==> src/rtl/fetch_pkg.sv <==
// Shared types and constants for the instruction-fetch stage.
package fetch_pkg;

    // Fetch controller states.
    typedef enum logic [1:0] {
        BOOT   = 2'd0,
        RUN    = 2'd1,
        HALTED = 2'd2
    } state_t;

    // addi x0, x0, 0 -- what the decoder sees in IF/ID before the first fetch.
    localparam logic [31:0] NOP_INSTRUCTION = 32'h0000_0013;

    // Every instruction is one 32-bit word.
    localparam int INSTR_BYTES = 4;

endpackage

==> src/rtl/fetch_if.sv <==
// Instruction-memory bus and IF/ID pipeline register bundle.
// The fetch stage is the master; memory and decoder together form the slave side.
interface fetch_if #(
    parameter int ADDRESS_SIZE     = 32,
    parameter int INSTRUCTION_SIZE = 32
);
    logic [ADDRESS_SIZE-1:0]     imem_address;
    logic [INSTRUCTION_SIZE-1:0] imem_instruction;
    logic                        ifid_valid;
    logic [ADDRESS_SIZE-1:0]     ifid_pc;
    logic [INSTRUCTION_SIZE-1:0] ifid_instruction;

    modport master (
        output imem_address,
        input  imem_instruction,
        output ifid_valid,
        output ifid_pc,
        output ifid_instruction
    );

    modport slave (
        input  imem_address,
        output imem_instruction,
        input  ifid_valid,
        input  ifid_pc,
        input  ifid_instruction
    );
endinterface

==> src/rtl/program_counter.sv <==
// Program counter register: word-aligned load, sequential increment, or hold.
// Load takes priority over increment; the low two address bits are always zero.
module program_counter
    import fetch_pkg::*;
#(
    parameter int                    ADDRESS_SIZE = 32,
    parameter logic [ADDRESS_SIZE-1:0] RESET_PC   = '0
) (
    input  logic                    clk,
    input  logic                    rst_n,
    input  logic                    load,
    input  logic [ADDRESS_SIZE-1:2] load_target,
    input  logic                    increment,
    output logic [ADDRESS_SIZE-1:0] pc
);

    // PC update: redirect load, next sequential word (wrapping), or hold.
    always_ff @(posedge clk or negedge rst_n) begin
        if (!rst_n) begin
            pc <= RESET_PC;
        end else if (load) begin
            pc <= {load_target, 2'b00};
        end else if (increment) begin
            pc <= pc + ADDRESS_SIZE'(INSTR_BYTES);
        end
    end

endmodule

==> src/rtl/fetch_stage.sv <==
// Instruction-fetch stage: owns the PC, reads the combinational instruction
// memory and registers the word into IF/ID. Handles stall, redirect (flush),
// halt/resume, a sticky misaligned-target flag and a delivered-instruction count.
module fetch_stage
    import fetch_pkg::*;
#(
    parameter int                      ADDRESS_SIZE     = 32,
    parameter int                      INSTRUCTION_SIZE = 32,
    parameter logic [ADDRESS_SIZE-1:0] RESET_PC         = 32'h0000_0000
) (
    input  logic                    clk,
    input  logic                    rst_n,
    input  logic                    stall,
    input  logic                    redirect_valid,
    input  logic [ADDRESS_SIZE-1:0] redirect_pc,
    input  logic                    halt,
    input  logic                    resume,
    output logic                    halted,
    output logic                    misalign_err,
    output logic [31:0]             fetch_count,
    fetch_if.master                 bus
);

    state_t                  state;
    state_t                  next_state;
    logic [ADDRESS_SIZE-1:0] pc;

    logic pc_load;
    logic pc_increment;
    logic capture;
    logic flush;
    logic misalign_set;

    program_counter #(
        .ADDRESS_SIZE (ADDRESS_SIZE),
        .RESET_PC     (RESET_PC)
    ) u_program_counter (
        .clk         (clk),
        .rst_n       (rst_n),
        .load        (pc_load),
        .load_target (redirect_pc[ADDRESS_SIZE-1:2]),
        .increment   (pc_increment),
        .pc          (pc)
    );

    assign bus.imem_address = pc;
    assign halted           = (state == HALTED);

    // State register.
    always_ff @(posedge clk or negedge rst_n) begin
        if (!rst_n) begin
            state <= BOOT;
        end else begin
            state <= next_state;
        end
    end

    // Next state: redirect keeps RUN busy, resume beats halt while halted.
    always_comb begin
        next_state = state;
        unique case (state)
            BOOT:    next_state = RUN;
            RUN:     if (!redirect_valid && halt) next_state = HALTED;
            HALTED:  if (resume) next_state = RUN;
            default: next_state = BOOT;
        endcase
    end

    // Datapath controls in priority order: redirect, halt, stall, fetch.
    always_comb begin
        pc_load      = 1'b0;
        pc_increment = 1'b0;
        capture      = 1'b0;
        flush        = 1'b0;
        misalign_set = 1'b0;
        unique case (state)
            RUN: begin
                if (redirect_valid) begin
                    pc_load      = 1'b1;
                    flush        = 1'b1;
                    misalign_set = (redirect_pc[1:0] != 2'b00);
                end else if (halt) begin
                    flush = 1'b1;
                end else if (!stall) begin
                    capture      = 1'b1;
                    pc_increment = 1'b1;
                end
            end
            HALTED: begin
                flush = 1'b1;
                if (redirect_valid) begin
                    pc_load      = 1'b1;
                    misalign_set = (redirect_pc[1:0] != 2'b00);
                end
            end
            default: ;
        endcase
    end

    // IF/ID pipeline register: flush clears valid, capture takes the memory word.
    always_ff @(posedge clk or negedge rst_n) begin
        if (!rst_n) begin
            bus.ifid_valid       <= 1'b0;
            bus.ifid_pc          <= '0;
            bus.ifid_instruction <= INSTRUCTION_SIZE'(NOP_INSTRUCTION);
        end else if (flush) begin
            bus.ifid_valid <= 1'b0;
        end else if (capture) begin
            bus.ifid_valid       <= 1'b1;
            bus.ifid_pc          <= pc;
            bus.ifid_instruction <= bus.imem_instruction;
        end
    end

    // Delivered-instruction counter (wraps) and sticky misaligned-redirect flag.
    always_ff @(posedge clk or negedge rst_n) begin
        if (!rst_n) begin
            fetch_count  <= '0;
            misalign_err <= 1'b0;
        end else begin
            if (capture) begin
                fetch_count <= fetch_count + 32'd1;
            end
            if (misalign_set) begin
                misalign_err <= 1'b1;
            end
        end
    end

endmodule

==> src/flat_wrapper.sv <==
// flat-port wrapper written by rule: the top's interface ports become plain ports
module fetch_stage_flat import fetch_pkg::*;
#(
    parameter int                      ADDRESS_SIZE     = 32,
    parameter int                      INSTRUCTION_SIZE = 32,
    parameter logic [ADDRESS_SIZE-1:0] RESET_PC         = 32'h0000_0000
)
  (clk, rst_n, stall, redirect_valid, redirect_pc, halt, resume, halted, misalign_err, fetch_count, bus_imem_address, bus_imem_instruction, bus_ifid_valid, bus_ifid_pc, bus_ifid_instruction);
  fetch_if #(.ADDRESS_SIZE(ADDRESS_SIZE), .INSTRUCTION_SIZE(INSTRUCTION_SIZE)) bus_i ();
  input  logic clk;
  input  logic rst_n;
  input  logic stall;
  input  logic redirect_valid;
  input  logic [ADDRESS_SIZE-1:0] redirect_pc;
  input  logic halt;
  input  logic resume;
  output logic halted;
  output logic misalign_err;
  output logic [31:0] fetch_count;
  output wire logic [$bits(bus_i.imem_address)-1:0] bus_imem_address;
  input wire logic [$bits(bus_i.imem_instruction)-1:0] bus_imem_instruction;
  output wire logic [$bits(bus_i.ifid_valid)-1:0] bus_ifid_valid;
  output wire logic [$bits(bus_i.ifid_pc)-1:0] bus_ifid_pc;
  output wire logic [$bits(bus_i.ifid_instruction)-1:0] bus_ifid_instruction;
  assign bus_imem_address = bus_i.imem_address;
  assign bus_i.imem_instruction = bus_imem_instruction;
  assign bus_ifid_valid = bus_i.ifid_valid;
  assign bus_ifid_pc = bus_i.ifid_pc;
  assign bus_ifid_instruction = bus_i.ifid_instruction;
  fetch_stage #(.ADDRESS_SIZE(ADDRESS_SIZE), .INSTRUCTION_SIZE(INSTRUCTION_SIZE), .RESET_PC(RESET_PC)) u_core (.clk(clk), .rst_n(rst_n), .stall(stall), .redirect_valid(redirect_valid), .redirect_pc(redirect_pc), .halt(halt), .resume(resume), .halted(halted), .misalign_err(misalign_err), .fetch_count(fetch_count), .bus(bus_i));
endmodule
==> config.mk <==
export PLATFORM = sky130hd
export DESIGN_NAME = fetch_stage_flat
export DESIGN_NICKNAME = d
export VERILOG_FILES = /design/src/rtl/fetch_pkg.sv /design/src/rtl/fetch_if.sv /design/src/rtl/program_counter.sv /design/src/rtl/fetch_stage.sv /design/src/flat_wrapper.sv
export SDC_FILE = /design/constraint.sdc
export NUM_CORES = 1
export LEC_CHECK = 0
export BUFFER_PORTS_ARGS = -buffer_cell sky130_fd_sc_hd__buf_2
export CAP_MARGIN = 20
export CORE_MARGIN = 8
export CORE_UTILIZATION = 47
export CTS_BUF_LIST = sky130_fd_sc_hd__clkbuf_2
export CTS_CLUSTER_DIAMETER = 40
export DETAILED_ROUTE_END_ITERATION = 8
export GPL_ROUTABILITY_DRIVEN = 0
export HOLD_SLACK_MARGIN = 0.03
export PLACE_DENSITY = 0.83
export SETUP_SLACK_MARGIN = 0.05
export SLEW_MARGIN = 15
export SYNTH_ARGS = -nofsm -noshare
export SYNTH_HDL_FRONTEND = slang
export SYNTH_SLANG_ARGS = --single-unit
==> constraint.sdc <==
create_clock -name clk -period 2.25 [get_ports clk]
set_clock_uncertainty 0.1 [all_clocks]
set_input_delay 0.5625 -clock clk [delete_from_list [all_inputs] [get_ports clk]]
set_output_delay 0.5625 -clock clk [all_outputs]
set_load 0.1 [all_outputs]
==> results by group, run 1 <==
Die
  • IO Count: 201
  • Core area: 12400 sq um
  • Die H: around 130 um
  • Initial core utilization: between 40 and 50%
  • DIE AREA: 16300 sq um
  • Die Wd: around 130 um
  • Row Count: 41

Logic synthesis
  • Post-Synth XOR/XNOR Area: around 5.5%
  • Synth Flop Type: dfrtp_1
  • Synth Area in Compound Gates: 6.80%
  • Largest family of logic cells by synthesized area: simple AND/OR/NAND/NOR gates
  • Synthesized instance count: 507
  • Post-Syn Area: between 5000 and 6000 sq um
  • Synth top area share: between 50% and 60%
  • Count leader, synth: dfrtp_1
  • Post-synth EDFFs: 0
  • Adder-cell share of the synthesized area: about 1.1%
  • Top post-synthesis cells by area: dfrtp_1 (53%), mux2_2 (12%), xor2_1 (2.8%), xnor2_1 (2.7%), nand2_1 (2.3%)
  • Post-synthesis mux area share: between 10% and 20%
  • Yosys warns: 0
  • Number of synthesized register bits: ~130
  • Syn avg cell area: 11.6 sq um
  • Distinct cells, synth: 48
  • Top cells by count, synth: dfrtp_1 (125), mux2_2 (62), nand2_1 (36)
  • Sequential element share of the synthesized area: between 50% and 60%
  • Async SR Flop Fraction: 100%
  • Post-Synth Simple-Gate Area: between 10% and 20%
  • Cell taking the most area after synthesis: dfrtp_1

Worst hold path
  • Worst Hold Path Cells: 3
  • Hold_sp: resume
  • Hold WC Path Type: input pin to flip-flop
  • Hold worst-path end: u_core.state[1]

STA
  • Maximum clock rate: between 0.4 and 0.5 GHz
  • Final Hold Vio Count: 0
  • Hold slack: roughly 98 ps
  • Max Slew Vio Count: 0
  • Final Critical Period: between 2000 and 2500 ps
  • Final Setup Violations: 14
  • Final worst slack: -71.3 ps
  • Unrepaired setup endpoints after global routing: true
  • Post-route clock period utilization: 103%

Cells and area
  • Core Util, Final: around three quarters
  • Fraction of layout cells with a size suffix above 1: 53.5%
  • Final net count: between 900 and 1000
  • Area Overhead vs Synth: 62.3%

Status
  • Failing checks: setup timing
  • Status: finished, violations left

Clock tree
  • H-tree depth reported by CTS: 4
  • Clock Latency Late Sink: just over 700 ps
  • CTS tree: yes
  • Clk root buf: clkbuf_2
  • Clock Path Buffers: 2
  • CTS sink count: between 100 and 150
  • Clock-pin transition on the worst setup and hold timing paths: 180 ps
  • TritonCTS Buffers: 17

Critical path
  • Worst EP required: around 2800 ps
  • Top delay family on crit path: simple AND/OR/NAND/NOR gates
  • Startpoint Class: flip-flop
  • CP endpoint kind: flip-flop
  • CP arrival: around 2900 ps
  • Worst r2r path cells: 7
  • Worst r2r dst: u_core.fetch_count[30]
  • Worst Path Max Fanout: 3
  • Critical path, cell by cell: inv_2 > ha_4 > or4b_4 > or4_4 > buf_12 > nor3_4 > xor2_1
  • CP Buf/Inv Count: 2
  • Crit-path slowest cell: or4_4
  • Worst-case register-to-register setup slack: -70 ps
  • Crit-path max cell delay: approximately 500 ps
  • Setup CP Type: flip-flop to flip-flop
  • FF-to-FF Start: u_core.state[1]

Drt
  • Via-to-Cell Ratio: 5.60
  • DR vias: around 5700
  • Routed WL per cell: 20.4 um
  • Drt total wl: ~21000 um
  • Post-route ant nets: 0
  • Initial DRC Count: approximately 440
  • Post-route DRC: 0
  • Drt pass-1 iters: 5

Global routing
  • GRT Residual Overflow: 0
  • Antenna violations before repair: 2
  • First-pass GRT wire length: between 30000 and 40000 um
  • Vias in the first global route: between 5000 and 6000
  • Largest net degree at the start of global routing: 48
  • GRT Total Usage: a little under a quarter

Run
  • MaxCap Viol Count: 0

Place
  • Port-buffer cells: between 150 and 200
  • Hpwl dp: between 10000 and 15000 um
==> layer usage <==
layer,wire (um),part of all wire [%],up-vias,GRT usage (%)
li1,-,-,2526,-
met1,7340,35,2838,26.0
met2,11200,53,307,42.3
met3,1760,8.4,64,7.70
met4,612,2.9,0,9.93
met5,0,0,-,0
==> what timing repair did <==
action / CTS / global route
pin swaps: 3 / 37
setup buffers: 5 / 32
hold buffers: 64 / 0
gates resized for setup: 176 / 77
endpoints found under the hold margin: 92 / 0
endpoints found under the setup margin: 160 / 92
gates cloned: 0 / 1
==> how the worst max path moves through the flow <==
stage                          startpoint                               to  slack, ps  depth (start not counted)
after floorplan           u_core.state[0]  u_core.bus.ifid_instruction[10]       -100                          6
after global placement     redirect_valid           u_core.fetch_count[31]       -110                          6
after detailed placement   redirect_valid           u_core.fetch_count[29]       -160                          6
after CTS                 u_core.state[0]                           halted       -100                          3
after global routing      u_core.state[1]           u_core.fetch_count[27]       -150                          7
final                     u_core.state[1]           u_core.fetch_count[30]        -70                          7
==> registers in the layout, summed over array words and instances, names as in the netlist <==
register                     count
u_core.bus.ifid_instruction     32
u_core.fetch_count              32
u_core.bus.ifid_pc              30
u_core.u_program_counter.pc     30
u_core.state                     2
u_core.bus.ifid_valid            1
u_core.misalign_err              1
==> metrics by stage <==
| stage | area (sq um) | std cells | setup TNS, ps | worst slack [ps] |
|---|---|---|---|---|
| final | 9530 | 1024 | -512 | -71.3 |
| after global routing | 9530 | 1024 | -2050 | -148 |
| after CTS | 8960 | 989 | -1030 | -101 |
| after detailed placement | 7510 | 888 | -2580 | -161 |
| after global placement | 7510 | 888 | -1550 | -112 |
| after floorplan | 6130 | 510 | -6040 | -97.0 |
==> cell type report <==
cell class / instances / area, sq um
Sequential cell: 128 / 3300
Timing Repair Buffer: 333 / 2920
Fill cell: 736 / 2880
Multi-Input combinational cell: 347 / 2820
Tap cell: 172 / 215
Clock inverter: 14 / 148
Clock buffer: 18 / 90.1
Inverter: 10 / 37.5
Antenna cell: 2 / 5.00
==> worst reg2reg max path: cells and delay by family (launching register included) <==
kind / cells / cell delay (ps)
buffers and inverters: 2 / 260
XOR/XNOR: 1 / 180
AND/OR/NAND/NOR: 3 / 1120
flip-flops: 1 / 450
adder cells (fa/ha/maj): 1 / 150
==> placed cells by master, fill, tap and decap left out, types with 7 or more instances in the layout <==
master         synthesis  final
buf_4                  4    130
dfrtp_1              125     76
buf_2                  1     68
dlygate4sd3_1          0     64
mux2_2                62     62
buf_6                  1     50
dfrtp_2                0     36
nand2_1               36     34
nor2_1                26     24
nand4_1               20     20
xor2_1                19     19
clkbuf_2               0     19
nand3_1               20     18
a31oi_1               18     18
xnor2_1               18     16
buf_12                 0     16
dfrtp_4                0     13
o21ai_0               12     11
and4_1                11     11
nor3_4                 0      9
inv_1                 10      8
and3_1                 8      8
and2_1                 8      7
nor3_1                18      7
o31ai_1               10      7
==> cells by family (layout without fill, tap and decap cells) <==
group / count (synthesis) / after routing
fa+ha+maj: 5 / 5
mux: 62 / 62
simple gates: 181 / 181
xor+xnor: 37 / 37
other cells: 1 / 6
buf+inv: 35 / 375
flops: 128 / 128
compound gates: 58 / 58
Power of run 1 is left out: the tool's default activity adds up to more than one toggle a clock period on the data nets, which glitch-free logic cannot reach.
==> run 2, diff against run 1 <==
ABC_AREA = 1   (was not set)
PLACE_DENSITY = 0.81   (was 0.83)
==> run 2 against run 1 <==
Against the previous run: the flow now finishes without violations; design area rose by 1.2%; critical endpoint is now halted; routed wire length rose by 12%; sequential cell count stayed put; worst hold slack got worse by 1.6 ps; non-clock buffer count down 55; core utilization shrank 7.5 points; maximum frequency grew 4.6%; critical path type is now flip-flop to primary output; critical path depth fell by 4; via count up 25%; register-to-register slack better by 240 ps; area after synthesis rose by 15%; sequential share of layout area fell by 0.85 points.
==> results by group, run 2 <==
Global routing
  • Vias in the first global route: 7062 (was 5782)
  • First-pass GRT wire length: 35500 um (was 30500 um)
  • Antenna violations before repair: 1 (was 2)
  • Largest net degree at the start of global routing: 92 (was 48)
  • GRT Total Usage: 24.2% (was 24.0%)
  • GRT Residual Overflow: 0 (unchanged)

Logic synthesis
  • Yosys warns: 0 (unchanged)
  • Synth Flop Type: dfrtp_1 (unchanged)
  • Async SR Flop Fraction: 100% (unchanged)
  • Synth top area share: 46.4% (was 53.3%)
  • Count leader, synth: nand2_1 (was dfrtp_1)
  • Syn avg cell area: 7.54 sq um (was 11.6 sq um)
  • Post-Syn Area: 6740 sq um (was 5870 sq um)
  • Number of synthesized register bits: 128 (unchanged)
  • Synthesized instance count: 894 (was 507)
  • Cell taking the most area after synthesis: dfrtp_1 (unchanged)
  • Sequential element share of the synthesized area: 47.6% (was 54.6%)
  • Top post-synthesis cells by area: dfrtp_1 (46%), nand2_1 (18%), nor2_1 (5.8%), nand3_1 (5.8%), inv_1 (3.7%) (was dfrtp_1 (53%), mux2_2 (12%), xor2_1 (2.8%), xnor2_1 (2.7%), nand2_1 (2.3%))
  • Top cells by count, synth: nand2_1 (320), dfrtp_1 (125), nor2_1 (105) (was dfrtp_1 (125), mux2_2 (62), nand2_1 (36))
  • Distinct cells, synth: 34 (was 48)
  • Post-synth EDFFs: 0 (unchanged)

Cells and area
  • Core Util, Final: 69.3% (was 76.8%)
  • Most common cell after layout, fill and taps aside: nand2_1 (was buf_4)
  • Largest regs: u_core.bus.ifid_instruction (32), u_core.fetch_count (32) (unchanged)
  • Area Overhead vs Synth: 43.2% (was 62.3%)
  • Fillers: 1013 (was 736)
  • Reg area: 3260 sq um (was 3300 sq um)
  • Fraction of layout cells with a size suffix above 1: 28.9% (was 53.5%)
  • Final net count: 1236 (was 912)
  • Commonest cells after routing, fill and taps aside: nand2_1 (319), nor2_1 (105), dfrtp_1 (83), nand3_1 (78), buf_4 (74) (was buf_4 (130), dfrtp_1 (76), buf_2 (68), dlygate4sd3_1 (64), mux2_2 (62))
  • Multi-input logic area: 3120 sq um (was 2820 sq um)

Drt
  • Drt pass-1 iters: 6 (was 5)
  • Routed WL per cell: 17.3 um (was 20.4 um)
  • Post-route DRC: 0 (unchanged)
  • Initial DRC Count: 598 (was 437)
  • DR vias: 7182 (was 5735)
  • Drt total wl: 23500 um (was 20900 um)
  • Post-route ant nets: 0 (unchanged)
  • Via-to-Cell Ratio: 5.30 (was 5.60)

Clock tree
  • Clk root buf: clkbuf_2 (unchanged)
  • Clock Latency Late Sink: 730 ps (was 720 ps)
  • Clock-pin transition on the worst setup and hold timing paths: 180 ps (about the same)
  • CTS tree: yes (unchanged)
  • H-tree depth reported by CTS: 4 (unchanged)
  • CTS sink count: 128 (unchanged)
  • TritonCTS Buffers: 17 (unchanged)
  • Clock Path Buffers: 2 (unchanged)

STA
  • Final Setup Violations: 0 (was 14)
  • Final worst slack: 31.2 ps (was -71.3 ps)
  • Final Hold Vio Count: 0 (unchanged)
  • Max Slew Vio Count: 0 (unchanged)
  • Post-route clock period utilization: 98.6% (was 103%)
  • Setup TNS: 0 ps (was -512 ps)
  • Final Critical Period: 2220 ps (was 2320 ps)
  • Rel. slew slack: roughly two thirds
  • Unrepaired setup endpoints after global routing: true (unchanged)
  • Maximum clock rate: 0.451 GHz (was 0.431 GHz)
  • Measured slew at the worst slew-check pin: between 500 and 600 ps

Die
  • Row Count: 43 (was 41)
  • DIE AREA: 18400 sq um (was 16300 sq um)
  • Die H: 136 um (was 128 um)
  • Initial core utilization: 48.4% (was 47.3%)
  • Core area: 13900 sq um (was 12400 sq um)
  • Die Wd: 136 um (was 128 um)
  • IO Count: 201 (unchanged)

Place
  • Dpl ws: -24.3 ps (was -161 ps)
  • Hpwl dp: 14700 um (was 12600 um)
  • Port-buffer cells: 196 (unchanged)

Status
  • Status: finished clean (was finished, violations left)

Critical path
  • CP arrival: 1560 ps (was 2860 ps)
  • Worst Path Max Fanout: 3 (unchanged)
  • Setup CP Type: flip-flop to primary output (was flip-flop to flip-flop)
  • Worst EP required: 1590 ps (was 2790 ps)
  • CP endpoint kind: primary output (was flip-flop)
  • Startpoint Class: flip-flop (unchanged)

Worst hold path
  • Hold WC Path Type: input pin to flip-flop (unchanged)

Run
  • MaxCap Viol Count: 0 (unchanged)
==> run 2: cell types whose count changed after synthesis, sizes merged, moves of 40 or more <==
cell and change:
inv +59, mux2 -62, nand2 +291, nand3 +63
nor2 +102, o21ai +40
==> run 2: final cells by class <==
type	count	share of cell area (%)
multi-input combinational	666	32.4
tap	180	2.33
clock buffer	17	0.882
antenna	1	0.0259
inverter	70	2.89
clock inverter	15	2.23
sequential	128	33.8
timing repair buffer	278	25.5
==> run 2: critical path, cell delays in order, from the launching register on <==
cell and delay [ps]:
dfrtp_1 420, inv_2 90, ha_4 160, buf_12 170
==> run 2: stage by stage <==
stage               cells  hold slack [ps]  instance area [sq um]
finish               1355             96.6                   9650
global placement     1250              349                   7920
floorplan             897              167                   6760
CTS                  1343             30.2                   9450
detailed placement   1250              354                   7920
global route         1355             58.5                   9650
==> run 2: kinds of logic (layout without fill, tap and decap cells) <==
family / after synthesis / count (layout) / synth area share, %
fa+ha+maj: 5 / 5 / 0.929
xor+xnor: 20 / 20 / 2.60
simple gates: 562 / 562 / 36.5
compound gates: 75 / 75 / 5.83
other cells: 1 / 5 / 0.0557
buf+inv: 103 / 380 / 6.44
flops: 128 / 128 / 47.6
==> run 2: layer usage <==
layer  vias to the layer above  share of wire, %  global-route usage [%]  wire, um
li1                       3373                 -                       -         -
met3                        70               8.5                    6.75      2010
met2                       398                49                    40.7     11500
met5                         -                 0                       0         0
met1                      3341                39                    28.1      9120
met4                         0               3.5                    11.2       822
==> run 2: timing repair <==
item	4_1_cts	5_1_grt
setup buffers	1	10
hold endpoints to repair	183	0
hold buffers	60	0
gates cloned	0	1
setup endpoints to repair	190	112
resized for setup	217	34
pin swaps	1	1
==> run 2: path summary, 6_finish.rpt <==
path                                                  from                               to  slack [ps]  cells after the start
hold / removal                              redirect_pc[6]   u_core.u_program_counter.pc[6]         100                      5
hold reg to reg            u_core.bus.ifid_instruction[26]  u_core.bus.ifid_instruction[26]         400                      2
setup reg to reg                           u_core.state[1]  u_core.u_program_counter.pc[10]         170                     10
setup / recovery                           u_core.state[0]                           halted          30                      3
max in group asynchronous                            rst_n   u_core.bus.ifid_instruction[0]        1180                      3
min in group asynchronous                            rst_n              u_core.misalign_err         160                      2
Power of run 2 is left out for the same reason.
==> run 3, diff against run 2 <==
CORE_UTILIZATION = 49   (was 47)
PLACE_DENSITY = 0.83   (was 0.81)
==> run 3 against run 2 <==
Against the previous run: design area decreased by 0.83%; clock-buffer cell count increased by 4; worst hold slack improved by 2.6 ps; sequential share of layout area increased by 0.28 points; via count decreased by 1.8%; first-iteration DRC count decreased by 8.4%; core utilization increased by 0.78 points; non-clock buffer count increased by 7; maximum frequency decreased by 1.1%; critical path depth unchanged; critical path type unchanged.
==> results by group, run 3 (synthesis gave the netlist of run 2 again) <==
Global routing
  • Antenna violations before repair: 0 (was 1)
  • First-pass GRT wire length: 35000 um (was 35500 um)
  • GRT Total Usage: 24.2% (about the same)
  • Vias in the first global route: 6881 (was 7062)
  • GRT Residual Overflow: 0 (unchanged)
  • Largest net degree at the start of global routing: 86 (was 92)

STA
  • Maximum clock rate: 0.446 GHz (was 0.451 GHz)
  • Post-route clock period utilization: 99.7% (was 98.6%)
  • Rel. slew slack: 66.7% (was 66.5%)
  • Final worst slack: 7.24 ps (was 31.2 ps)
  • Setup TNS: 0 ps (unchanged)
  • Final Hold Vio Count: 0 (unchanged)
  • Max Slew Vio Count: 0 (unchanged)
  • Final Setup Violations: 0 (unchanged)
  • Unrepaired setup endpoints after global routing: true (unchanged)
  • Measured slew at the worst slew-check pin: 500 ps (was 503 ps)
  • Final Critical Period: 2240 ps (was 2220 ps)

Cells and area
  • # diodes: 0 (was 1)
  • Fillers: 1037 (was 1013)
  • Most common cell after layout, fill and taps aside: nand2_1 (unchanged)
  • Area Overhead vs Synth: 42.0% (was 43.2%)
  • Final net count: 1243 (was 1236)
  • Fraction of layout cells with a size suffix above 1: 28.9% (about the same)
  • Commonest cells after routing, fill and taps aside: nand2_1 (319), nor2_1 (104), buf_4 (85), dfrtp_1 (83), nand3_1 (78) (was nand2_1 (319), nor2_1 (105), dfrtp_1 (83), nand3_1 (78), buf_4 (74))
  • Largest regs: u_core.bus.ifid_instruction (32), u_core.fetch_count (32) (unchanged)
  • Core Util, Final: 70.0% (was 69.3%)

Die
  • Die Wd: 133 um (was 136 um)
  • Initial core utilization: 49.3% (was 48.4%)
  • DIE AREA: 17800 sq um (was 18400 sq um)
  • Core area: 13700 sq um (was 13900 sq um)
  • Die H: 133 um (was 136 um)
  • Row Count: 43 (unchanged)
  • IO Count: 201 (unchanged)

Critical path
  • Crit-path slowest cell: dfrtp_1 (unchanged)
  • Worst EP required: 1590 ps (about the same)
  • Crit-path max cell delay: 440 ps (was 420 ps)
  • Worst Path Max Fanout: 3 (unchanged)
  • CP Buf/Inv Count: 2 (unchanged)
  • Startpoint Class: flip-flop (unchanged)
  • CP endpoint kind: primary output (unchanged)
  • Critical path, cell by cell: inv_2 > ha_4 > buf_12 (unchanged)
  • Top delay family on crit path: flip-flops (unchanged)
  • CP arrival: 1580 ps (was 1560 ps)
  • Setup CP Type: flip-flop to primary output (unchanged)

Drt
  • Post-route ant nets: 0 (unchanged)
  • Initial DRC Count: 548 (was 598)
  • Drt total wl: 22000 um (was 23500 um)
  • Post-route DRC: 0 (unchanged)
  • Drt pass-1 iters: 5 (was 6)
  • Via-to-Cell Ratio: 5.18 (was 5.30)
  • DR vias: 7051 (was 7182)
  • Routed WL per cell: 16.2 um (was 17.3 um)

Clock tree
  • TritonCTS Buffers: 17 (unchanged)
  • Clock-pin transition on the worst setup and hold timing paths: 210 ps (was 180 ps)
  • H-tree depth reported by CTS: 4 (unchanged)
  • Clk root buf: clkbuf_2 (unchanged)
  • CTS sink count: 128 (unchanged)
  • CTS tree: yes (unchanged)
  • Clock Path Buffers: 2 (unchanged)
  • Clock Latency Late Sink: 730 ps (about the same)

Place
  • Dpl ws: 103 ps (was -24.3 ps)
  • Port-buffer cells: 196 (unchanged)
  • Hpwl dp: 14300 um (was 14700 um)

Worst hold path
  • Hold WC Path Type: input pin to flip-flop (unchanged)

Status
  • Status: finished clean (unchanged)

Run
  • MaxCap Viol Count: 0 (unchanged)
==> run 3: routing by layer <==
metal  vias up  global-route usage, %  part of all wire [%]
li1       3373                      -                     -
met1      3264                   28.6                    40
met2       348                   39.5                    48
met3        66                   7.34                   7.9
met4         0                   11.7                   3.9
met5         -                      0                     0
==> run 3: final timing paths <==
kind,slack (ps),from,cells past startpoint,endpoint
max,7,u_core.state[0],3,halted
min,100,redirect_valid,3,u_core.u_program_counter.pc[4]
max reg2reg,160,u_core.state[0],10,u_core.u_program_counter.pc[6]
min reg2reg,390,u_core.bus.ifid_instruction[1],2,u_core.bus.ifid_instruction[1]
max in group asynchronous,1230,rst_n,3,u_core.fetch_count[24]
min in group asynchronous,290,rst_n,3,u_core.fetch_count[5]
==> run 3: per-stage QoR <==
stage                     cells  hold WS [ps]  instance area [sq um]
after global placement     1251           272                   7920
final                      1360          99.2                   9570
after global routing       1360          55.2                   9570
after CTS                  1346          34.1                   9370
after floorplan             897           167                   6760
after detailed placement   1251           271                   7920
==> run 3: final cells by class <==
class                           instances  area [sq um]  share of cell area [%]
Tap cell                              180           225                    2.35
Timing Repair Buffer                  285          2460                    25.7
Multi-Input combinational cell        666          3130                    32.7
Clock buffer                           21           105                    1.10
Sequential cell                       128          3260                    34.1
Clock inverter                         10          96.3                    1.01
Inverter                               70           297                    3.10
==> run 3: worst min-delay path, stage by stage <==
cell and delay, ps:
buf_2 120, nand2_2 130, a31oi_1 100
==> run 3: what timing repair did <==
item | CTS | global route
pin swaps | 0 | 1
hold buffers | 62 | 0
gates resized for setup | 218 | 30
buffers inserted | 2 | 13
cloned | 0 | 1
endpoints found under the hold margin | 184 | 0
setup endpoints to repair | 128 | 92
Power of run 3 is left out for the same reason.
